==> config.mk <==
export PLATFORM = sky130hd
export DESIGN_NAME = vector_issue_queue
export DESIGN_NICKNAME = d
export VERILOG_FILES = /design/src/rtl/lagarto_v_pkg.sv /design/src/rtl/vq_fifo.sv /design/src/rtl/vector_issue_queue.sv
export SDC_FILE = /design/constraint.sdc
export NUM_CORES = 1
export LEC_CHECK = 0
export ABC_AREA = 1
export CAP_MARGIN = 20
export CORE_UTILIZATION = 57
export DETAILED_ROUTE_END_ITERATION = 6
export HOLD_SLACK_MARGIN = 0.02
export PLACE_DENSITY = 0.81
export SYNTH_ARGS = -nofsm -noshare
export SYNTH_HDL_FRONTEND = slang
export SYNTH_HIERARCHICAL = 1
export SYNTH_SLANG_ARGS = --single-unit
==> constraint.sdc <==
create_clock -name clk_i -period 9.3 [get_ports clk_i]
set_clock_uncertainty 0.2 [all_clocks]
set_input_delay 1.86 -clock clk_i [delete_from_list [all_inputs] [get_ports clk_i]]
set_output_delay 1.86 -clock clk_i [all_outputs]
set_load 0.05 [all_outputs]
==> src/rtl/lagarto_v_pkg.sv <==
// lagarto_v_pkg: shared opcode constants, vector queue entry type and vector-class filter
package lagarto_v_pkg;
  localparam logic [6:0] OPC_OP_V     = 7'b1010111;
  localparam logic [6:0] OPC_LOAD_FP  = 7'b0000111;
  localparam logic [6:0] OPC_STORE_FP = 7'b0100111;
  localparam int VQ_ILEN = 32;
  localparam int VQ_XLEN = 64;
  typedef struct packed {
    logic [VQ_ILEN-1:0] inst;
    logic [VQ_XLEN-1:0] rs1_data;
    logic [2:0]         vsew;
  } vq_entry_t;
  function automatic logic is_vector_op(input logic [VQ_ILEN-1:0] inst);
    return inst[6:0] == OPC_OP_V || inst[6:0] == OPC_LOAD_FP || inst[6:0] == OPC_STORE_FP;
  endfunction
endpackage

==> src/rtl/vq_fifo.sv <==
// vq_fifo: synchronous FIFO of vq_entry_t; ports clk_i/rstn_i (async low), flush_i, push_i, pop_i, din_i, dout_o, count_o, full_o, empty_o
module vq_fifo
  import lagarto_v_pkg::*;
#(
  parameter int DEPTH = 4
) (
  input  logic                   clk_i,
  input  logic                   rstn_i,
  input  logic                   flush_i,
  input  logic                   push_i,
  input  logic                   pop_i,
  input  vq_entry_t              din_i,
  output vq_entry_t              dout_o,
  output logic [$clog2(DEPTH):0] count_o,
  output logic                   full_o,
  output logic                   empty_o
);
  localparam int AW = $clog2(DEPTH);
  vq_entry_t mem [DEPTH];
  logic [AW-1:0] head, tail;
  logic wr, rd;
  assign full_o  = count_o == (AW+1)'(DEPTH);
  assign empty_o = count_o == '0;
  assign wr = push_i && !full_o && !flush_i;
  assign rd = pop_i && !empty_o && !flush_i;
  assign dout_o = mem[head];
  always_ff @(posedge clk_i or negedge rstn_i)
    if (!rstn_i) begin
      head    <= '0;
      tail    <= '0;
      count_o <= '0;
      for (int i = 0; i < DEPTH; i++) mem[i] <= '0;
    end else if (flush_i) begin
      head    <= tail;
      count_o <= '0;
    end else begin
      if (wr) mem[tail] <= din_i;
      if (wr) tail <= tail + 1'b1;
      if (rd) head <= head + 1'b1;
      count_o <= count_o + {{AW{1'b0}}, wr} - {{AW{1'b0}}, rd};
    end
endmodule

==> src/rtl/vector_issue_queue.sv <==
// vector_issue_queue: vector-class filter + FIFO between scalar core and vector datapath.
// Ports: clk_i, rstn_i (async low), flush_i; inst_valid_i/inst_i/rs1_data_i/vsew_i/inst_ready_o in;
// vinst_valid_o/vinst_o/vrs1_data_o/vsew_o/vinst_ready_i out; count_o, issued_cnt_o, dropped_cnt_o.
// Define VIQ_BYPASS_EN for zero-latency pass-through when the queue is empty.
module vector_issue_queue
  import lagarto_v_pkg::*;
#(
  parameter int DEPTH = 4,
  parameter int XLEN  = 64,
  parameter int ILEN  = 32,
  parameter int CNT_W = 32
) (
  input  logic                   clk_i,
  input  logic                   rstn_i,
  input  logic                   flush_i,
  input  logic                   inst_valid_i,
  input  logic [ILEN-1:0]        inst_i,
  input  logic [XLEN-1:0]        rs1_data_i,
  input  logic [2:0]             vsew_i,
  output logic                   inst_ready_o,
  output logic                   vinst_valid_o,
  output logic [ILEN-1:0]        vinst_o,
  output logic [XLEN-1:0]        vrs1_data_o,
  output logic [2:0]             vsew_o,
  input  logic                   vinst_ready_i,
  output logic [$clog2(DEPTH):0] count_o,
  output logic [CNT_W-1:0]       issued_cnt_o,
  output logic [CNT_W-1:0]       dropped_cnt_o
);
  vq_entry_t din, head;
  logic full, empty, acc, isv, byp, push;
  assign din = '{inst: inst_i, rs1_data: rs1_data_i, vsew: vsew_i};
  assign inst_ready_o = !full && rstn_i;
  assign acc = inst_valid_i && inst_ready_o;
  assign isv = is_vector_op(inst_i);
`ifdef VIQ_BYPASS_EN
  assign byp = empty && !flush_i && acc && isv;
`else
  assign byp = 1'b0;
`endif
  // a bypassed entry consumed in the same cycle never occupies storage
  assign push = acc && isv && !(byp && vinst_ready_i);
  assign vinst_valid_o = !empty || byp;
  assign vinst_o     = byp ? inst_i     : head.inst;
  assign vrs1_data_o = byp ? rs1_data_i : head.rs1_data;
  assign vsew_o      = byp ? vsew_i     : head.vsew;
  vq_fifo #(.DEPTH(DEPTH)) u_fifo (
    .clk_i  (clk_i),
    .rstn_i (rstn_i),
    .flush_i(flush_i),
    .push_i (push),
    .pop_i  (vinst_ready_i),
    .din_i  (din),
    .dout_o (head),
    .count_o(count_o),
    .full_o (full),
    .empty_o(empty)
  );
  always_ff @(posedge clk_i or negedge rstn_i)
    if (!rstn_i) begin
      issued_cnt_o  <= '0;
      dropped_cnt_o <= '0;
    end else begin
      if (vinst_valid_o && vinst_ready_i && !flush_i) issued_cnt_o <= issued_cnt_o + CNT_W'(1);
      if (acc && !isv) dropped_cnt_o <= dropped_cnt_o + CNT_W'(1);
    end
endmodule
=== Word level (Yosys, flattened, before mapping) ===
Cells that the tools add are included.

* Register bits after elaboration: 467
* Bits in latches: 0
* RAM bits: 0
* ROM bits: 0
* Output and inout bits: 168
* Logic and storage cells: 60
* Memories kept: 0

* Add/sub/neg operators: 6
* Multipliers: 0
* Div/mod/pow operators: 0
* Order comparisons: 3
* Eq/ne operators: 4
* Shift-type cells: 0
* Muxes and demuxes: 9
* Bitwise operators: 3
* Reductions and logical operators: 18

{| class="wikitable"
|+ Operators with widths
! operator !! number
|-
| 396-bit bitwise mux || 1
|-
| 99-bit 2-to-1 mux || 3
|-
| 99-bit binary-select mux with 2-bit select || 1
|-
| 99-bit demux with 2-bit select || 1
|-
| 32-bit by 1-bit adder with 32-bit output, second input constant || 2
|-
| 1-bit logical AND || 9
|-
| 7-bit by 3-bit equality test with 1-bit output, second input constant || 1
|-
| 7-bit by 6-bit equality test with 1-bit output, second input constant || 1
|-
| 7-bit equality test, second input constant || 1
|-
| 3-bit >= comparator, second input constant || 2
|-
| 2-bit NOT with 3-bit output || 2
|-
| 2-bit by 1-bit adder with 2-bit output, second input constant || 2
|-
| 1-bit logical NOT || 4
|-
| 2-bit 2-to-1 mux || 2
|-
| 3-bit by 1-bit adder with 3-bit output || 1
|-
| 3-bit equality test, second input constant || 1
|-
| 3-bit logical NOT || 1
|-
| 3-bit by 1-bit less-than comparator with 1-bit output, second input constant || 1
|-
| 3-bit 2-to-1 mux || 1
|-
| 3-bit by 1-bit subtractor with 3-bit output || 1
|-
| 1-bit logical OR || 2
|-
| 2-bit AND reduction || 1
|-
| 2-bit nonzero test || 1
|-
| 1-bit NOT || 1
|}

=== Logic depth before layout (Yosys ltp) ===
* Depth in word-level cells: 10
* Mapped depth: 20
* Depth with buffers taken out: 17

=== Modules after synthesis ===
The synthesis kept the hierarchy.

{| class="wikitable"
|+ Modules (own cells, without submodules)
! module !! instances !! cells an instance !! area each (µm²) !! seq. area each (µm²)
|-
| vq_fifo || 1 || 2380 || 19353.6 || 10084.7
|-
| vector_issue_queue || 1 || 468 || 3656.0 || 1601.5
|}

=== Least setup slack after synthesis ===
Ideal clock, no wire load.

* Path type: input to register
* Start: input rstn_i
* End: register u_fifo.count_o[2]
* Library setup time: 0.117 ns
* Arrival time: 4.145 ns
* Data required time: 8.983 ns
* Setup slack: 4.838 ns
* Cell stages on the path: 15
* Buffers on the path: 1
* Cells stage by stage: inv_1 -> nor2_2 -> nand2_1 -> nor2_1 -> inv_1 -> nor2_8 -> buf_2 -> nand2_1 -> ha_1 -> inv_1 -> ha_1 -> inv_1 -> fa_1 -> nor2_1 -> nor2_1

* Cells in the longest elaborated chain, start to end: 8

{| class="wikitable"
|+ Ends and longest elaborated chain
! item !! RTL line !! RTL
|-
| start, declared || vector_issue_queue.sv:14 || <nowiki>input logic rstn_i,</nowiki>
|-
| 1-bit logical AND || vector_issue_queue.sv:33 || <nowiki>assign inst_ready_o = !full && rstn_i;</nowiki>
|-
| via inst_ready_o || vector_issue_queue.sv:20 || <nowiki>output logic inst_ready_o,</nowiki>
|-
| 1-bit logical AND || vector_issue_queue.sv:34 || <nowiki>assign acc = inst_valid_i && inst_ready_o;</nowiki>
|-
| 1-bit logical AND || vector_issue_queue.sv:42 || <nowiki>assign push = acc && isv && !(byp && vinst_ready_i);</nowiki>
|-
| via push || vector_issue_queue.sv:31 || <nowiki>logic full, empty, acc, isv, byp, push;</nowiki>
|-
| 1-bit logical AND (2 in series) || vq_fifo.sv:24 || <nowiki>assign wr = push_i && !full_o && !flush_i;</nowiki>
|-
| 3-bit by 1-bit adder with 3-bit output || vq_fifo.sv:40 || <nowiki>count_o <= count_o + {{AW{1'b0}}, wr} - {{AW{1'b0}}, rd};</nowiki>
|-
| 3-bit by 1-bit subtractor with 3-bit output || vq_fifo.sv:40 ||
|-
| 3-bit 2-to-1 mux || vq_fifo.sv:33 || <nowiki>end else if (flush_i) begin</nowiki>
|-
| end signal, assigned || vq_fifo.sv:40 ||
|-
| end, declared || vq_fifo.sv:14 || <nowiki>output logic [$clog2(DEPTH):0] count_o,</nowiki>
|}

The timed path passes the listed nets, and every way through them passes these cells.
A chain may end at the register's enable or synchronous reset.

=== Worst setup path after layout ===
* Start: register u_fifo.head[0]
* End: output vinst_o[6]

* Cells in the longest elaborated chain, start to end: 4

{| class="wikitable"
|+ Ends and longest elaborated chain
! item !! RTL line !! RTL
|-
| start, declared || vq_fifo.sv:20 || <nowiki>logic [AW-1:0] head, tail;</nowiki>
|-
| start signal, assigned || vq_fifo.sv:34 || <nowiki>head <= tail;</nowiki>
|-
| start signal, assigned || vq_fifo.sv:39 || <nowiki>if (rd) head <= head + 1'b1;</nowiki>
|-
| 2-bit NOT with 3-bit output (not written as such) || vq_fifo.sv:26 || <nowiki>assign dout_o = mem[head];</nowiki>
|-
| 99-bit binary-select mux with 2-bit select || vq_fifo.sv:26 ||
|-
| 99-bit 2-to-1 mux (not written as such) (2 in series) || vq_fifo.sv:26 ||
|-
| end, declared || vector_issue_queue.sv:22 || <nowiki>output logic [ILEN-1:0] vinst_o,</nowiki>
|}

No other way between the ends. The select of a mux whose other input is x is not followed.

==> results.txt <==
The flow ran to the end, and the final reports show no timing, DRC or antenna violations. The post-route clock period utilization is approximately 73%. The maximum root-to-sink buffer count is 3. The data arrival time at the worst-slack endpoint came out at ~4700 ps.

The worst hold path begins at u_fifo/mem[221]$_DFFE_PN0P_. The cell with the most instances after synthesis is sky130_fd_sc_hd__nand2_1. The minimum clock period came out at 6780 ps. With fillers left out, the area of the finished cells amounts to roughly 27,000 um2. The boundary pin count came out at about 270. The worst min-delay path category is flip-flop to flip-flop. The via count of the first global-routing pass is ~21,000. The total power divided by cell area came out at approximately 270 nW/um2. The area share of the largest cell type after synthesis is around 51%.

The maximum fanout count along the critical path came out at approximately 110. The wire length of the first global-routing pass is 111,000 um. The count of distinct cell types in the synthesized netlist came out at 33. For the worst setup path, the data required time is about 7200 ps. The final layout contains routed wiring with a total length of roughly 68,000 um. Global routing used between 30% and 40% of the available tracks. The number of synthesized flops with an enable pin is 0.

The critical path class is flip-flop to output pin. STA classifies the critical path endpoint as an output pin. The post-cts hold buffer count is 0. The core box area came out at between 30,000 and 40,000 um2. Counting tap cells, the placed design contains a total of around 3,400 instances. The transition time at the pin with the least slew margin came out at ~1300 ps. The clock insertion delay at the later pin of the skew report is approximately 580 ps. The static power due to leakage came out at ~14 nW. The vertical extent of the die is 203 um. The synthesized design contains about 470 register bits. Compared with the post-synthesis result, the final layout area differs by 18.9%. The row count came out at between 70 and 80.

The max-cap violation count came out at 0. The post-DP HPWL is roughly 38,000 um. The post-synthesis instance area is 23,000 um2. The initial antenna violation count is 8. The share of layout cells above drive strength 1 came out at about 5%. The count of placed standard cells in the final layout, fillers left out is about 3,500. The area of the die came out at between 40,000 and 50,000 um2. The chip width is 203 um.

The number of CTS-inserted buffers came out at 50. Post-CTS repair changed the size of 0 cells. The detailed-route via count came out at between 20,000 and 25,000. The commonest cells after synthesis are sky130_fd_sc_hd__nand2_1 (982), sky130_fd_sc_hd__dfrtp_1 (467), sky130_fd_sc_hd__nand4_1 (409). At the end of the flow, the number of nets in the layout was roughly 3,000. After layout, the design draws a total of around 7.4 mW.

The antenna violation net count after detailed routing is 0. The final estimated routing congestion in global placement came out at ~0.88. The total count of hold-check failures in the final report came out at 0. The routed wire length per instance came out at 19.4 um. The total count of max-transition violations in the final report came out at 0. For this run, the number of Yosys warnings is 6. The iteration-0 DRC count of the detailed router came out at roughly 2,500. The first element of the critical path is u_fifo/head[0]$_DFFE_PN0P_. In this run the tightest slew margin relative to its limit is about 15%. The number of cells produced by synthesis came out at between 2,000 and 3,000. The depth of the CTS H-tree came out at 2. On the final layout, the worst hold slack is ~270 ps. The pre-CTS setup slack is 3240 ps. Clock-pin slew was measured on the worst setup and hold paths at around 60 ps.

Counting flops with an async set or reset pin after synthesis yields a share of 100%. The count of endpoints failing setup in the final report came out at 0. Port buffering added between 200 and 300 buffers. The clock net in this run drives a total of approximately 470 sinks. Setup repair after global routing left no endpoint under its margin.

The type of origin of the critical path is a flip-flop. The clock tree from TritonCTS is built. The maximum clock frequency is between 100 and 150 MHz. The sum of negative setup slack is 0 ps. The proportion of synthesized chip area in sequential cells came out at 50.8%. The startpoint identified for the worst register-to-register timing path is u_fifo/count_o[0]$_DFF_PN0_. The largest net degree at the start of global routing came out at about 270. After synthesis, the mean cell area works out to ~8.1 um2. For this configuration, the core starts out at a cell density of 57.9%. The dominant synthesized flop cell is sky130_fd_sc_hd__dfrtp_1. The synthesized design spends more area on one cell type than any other, namely sky130_fd_sc_hd__dfrtp_1.

The fraction of the core area covered by cells at the end of the flow is 68.9%. In the post-synthesis netlist, the biggest area contributors are sky130_fd_sc_hd__dfrtp_1 (51%), sky130_fd_sc_hd__nand2_1 (16%), sky130_fd_sc_hd__nand4_1 (11%), sky130_fd_sc_hd__o21ai_0 (4.4%), sky130_fd_sc_hd__nor2_1 (4.1%). In the routed design, unresolved DRC markers number 0. The maximum vdd drop came out at just under 0.2 mV. The tree is rooted in a sky130_fd_sc_hd__clkbuf_16.

Before antenna repair, the detailed router went through 6 iterations. The total congestion overflow came out at 0. The number of buffers inserted by post-CTS setup repair is 0. When the netlist entered floorplanning its net count stood at between 2,000 and 3,000. After detailed routing, the number of vias per cell comes to around 6.2. The setup slack after layout is between 2000 and 3000 ps. The cell area after placement came out at around 26,000 um2.
## placed cells by master, fill, tap and decap left out, drive strengths merged
cell / count
nand2: 985
dfrtp: 467
nand4: 409
nor2: 275
clkdlybuf4s50: 270
o21ai: 202
o22ai: 99
clkbuf: 75
inv: 61
nand3: 34
xor2: 25
buf: 25
nand3b: 16
xnor2: 14
nor3: 8
ha: 8
clkinv: 7
diode: 6
bufinv: 6
nor4: 2
and3: 1
nor3b: 1
clkinvlp: 1
fa: 1
## cell type report
class                      count  area (um2)
antenna                        6        15.0
clock buffer                  75        1530
clock inverter                14         223
fill                        3108       12400
inverter                      61         231
multi-input combinational   2080       10000
sequential                   467       11700
tap                          525         657
timing repair buffer         295        2980
## report_power, final
group	switching [mW]	internal [mW]	leakage [nW]
combinational	2.18	0.855	6.31
sequential	0.101	2.12	6.45
clock	0.812	1.30	0.864
total	3.09	4.27	13.6
## path summary, 6_finish.rpt
| path | to | slack [ps] | cells after the start |
|---|---|---|---|
| worst max-delay path | vinst_o[6] | 2520 | 5 |
| worst min-delay path | u_fifo/mem[221]$_DFFE_PN0P_ | 270 | 2 |
| worst max register to register | u_fifo/mem[62]$_DFFE_PN0P_ | 4790 | 12 |
| worst min register to register | u_fifo/mem[221]$_DFFE_PN0P_ | 270 | 2 |
| max in group asynchronous | u_fifo/mem[133]$_DFFE_PN0P_ | 5780 | 3 |
| min in group asynchronous | u_fifo/mem[208]$_DFFE_PN0P_ | 1000 | 1 |
## critical path, cell delays in order (launching register included)
cell	delay, ps
sky130_fd_sc_hd__dfrtp_4	720
sky130_fd_sc_hd__inv_4	770
sky130_fd_sc_hd__buf_4	950
sky130_fd_sc_hd__o21ai_0	340
sky130_fd_sc_hd__o22ai_1	340
sky130_fd_sc_hd__clkdlybuf4s50_1	880
## routing by layer
| metal | share of wire [%] | track usage, % |
|---|---|---|
| met1 | 41 | 45.8 |
| met5 | 0.022 | 0 |
| met3 | 9.3 | 5.71 |
| met2 | 47 | 52.5 |
| met4 | 2.6 | 12.9 |
## logic make-up (layout without fill, tap and decap cells)
| kind of cell | Yosys count | count (layout) | synth area share [%] |
|---|---|---|---|
| AOI/OAI and AO/OA | 301 | 301 | 7.09 |
| xor gates and xnor gates | 39 | 39 | 1.48 |
| adders and majority gates | 9 | 9 | 0.522 |
| buffers and inverters | 301 | 445 | 5.95 |
| DFF | 467 | 467 | 50.8 |
| other | 0 | 6 | 0 |
| and+or+nand+nor | 1731 | 1731 | 34.2 |
## flip-flops by register name, summed over array words and instances, names as in the netlist
| signal | flops |
|---|---|
| u_fifo/mem | 396 |
| issued_cnt_o | 32 |
| u_fifo/tail | 2 |
| u_fifo/count_o | 3 |
| dropped_cnt_o | 32 |
| u_fifo/head | 2 |
No activity file was read; power rests on OpenSTA's default activity.
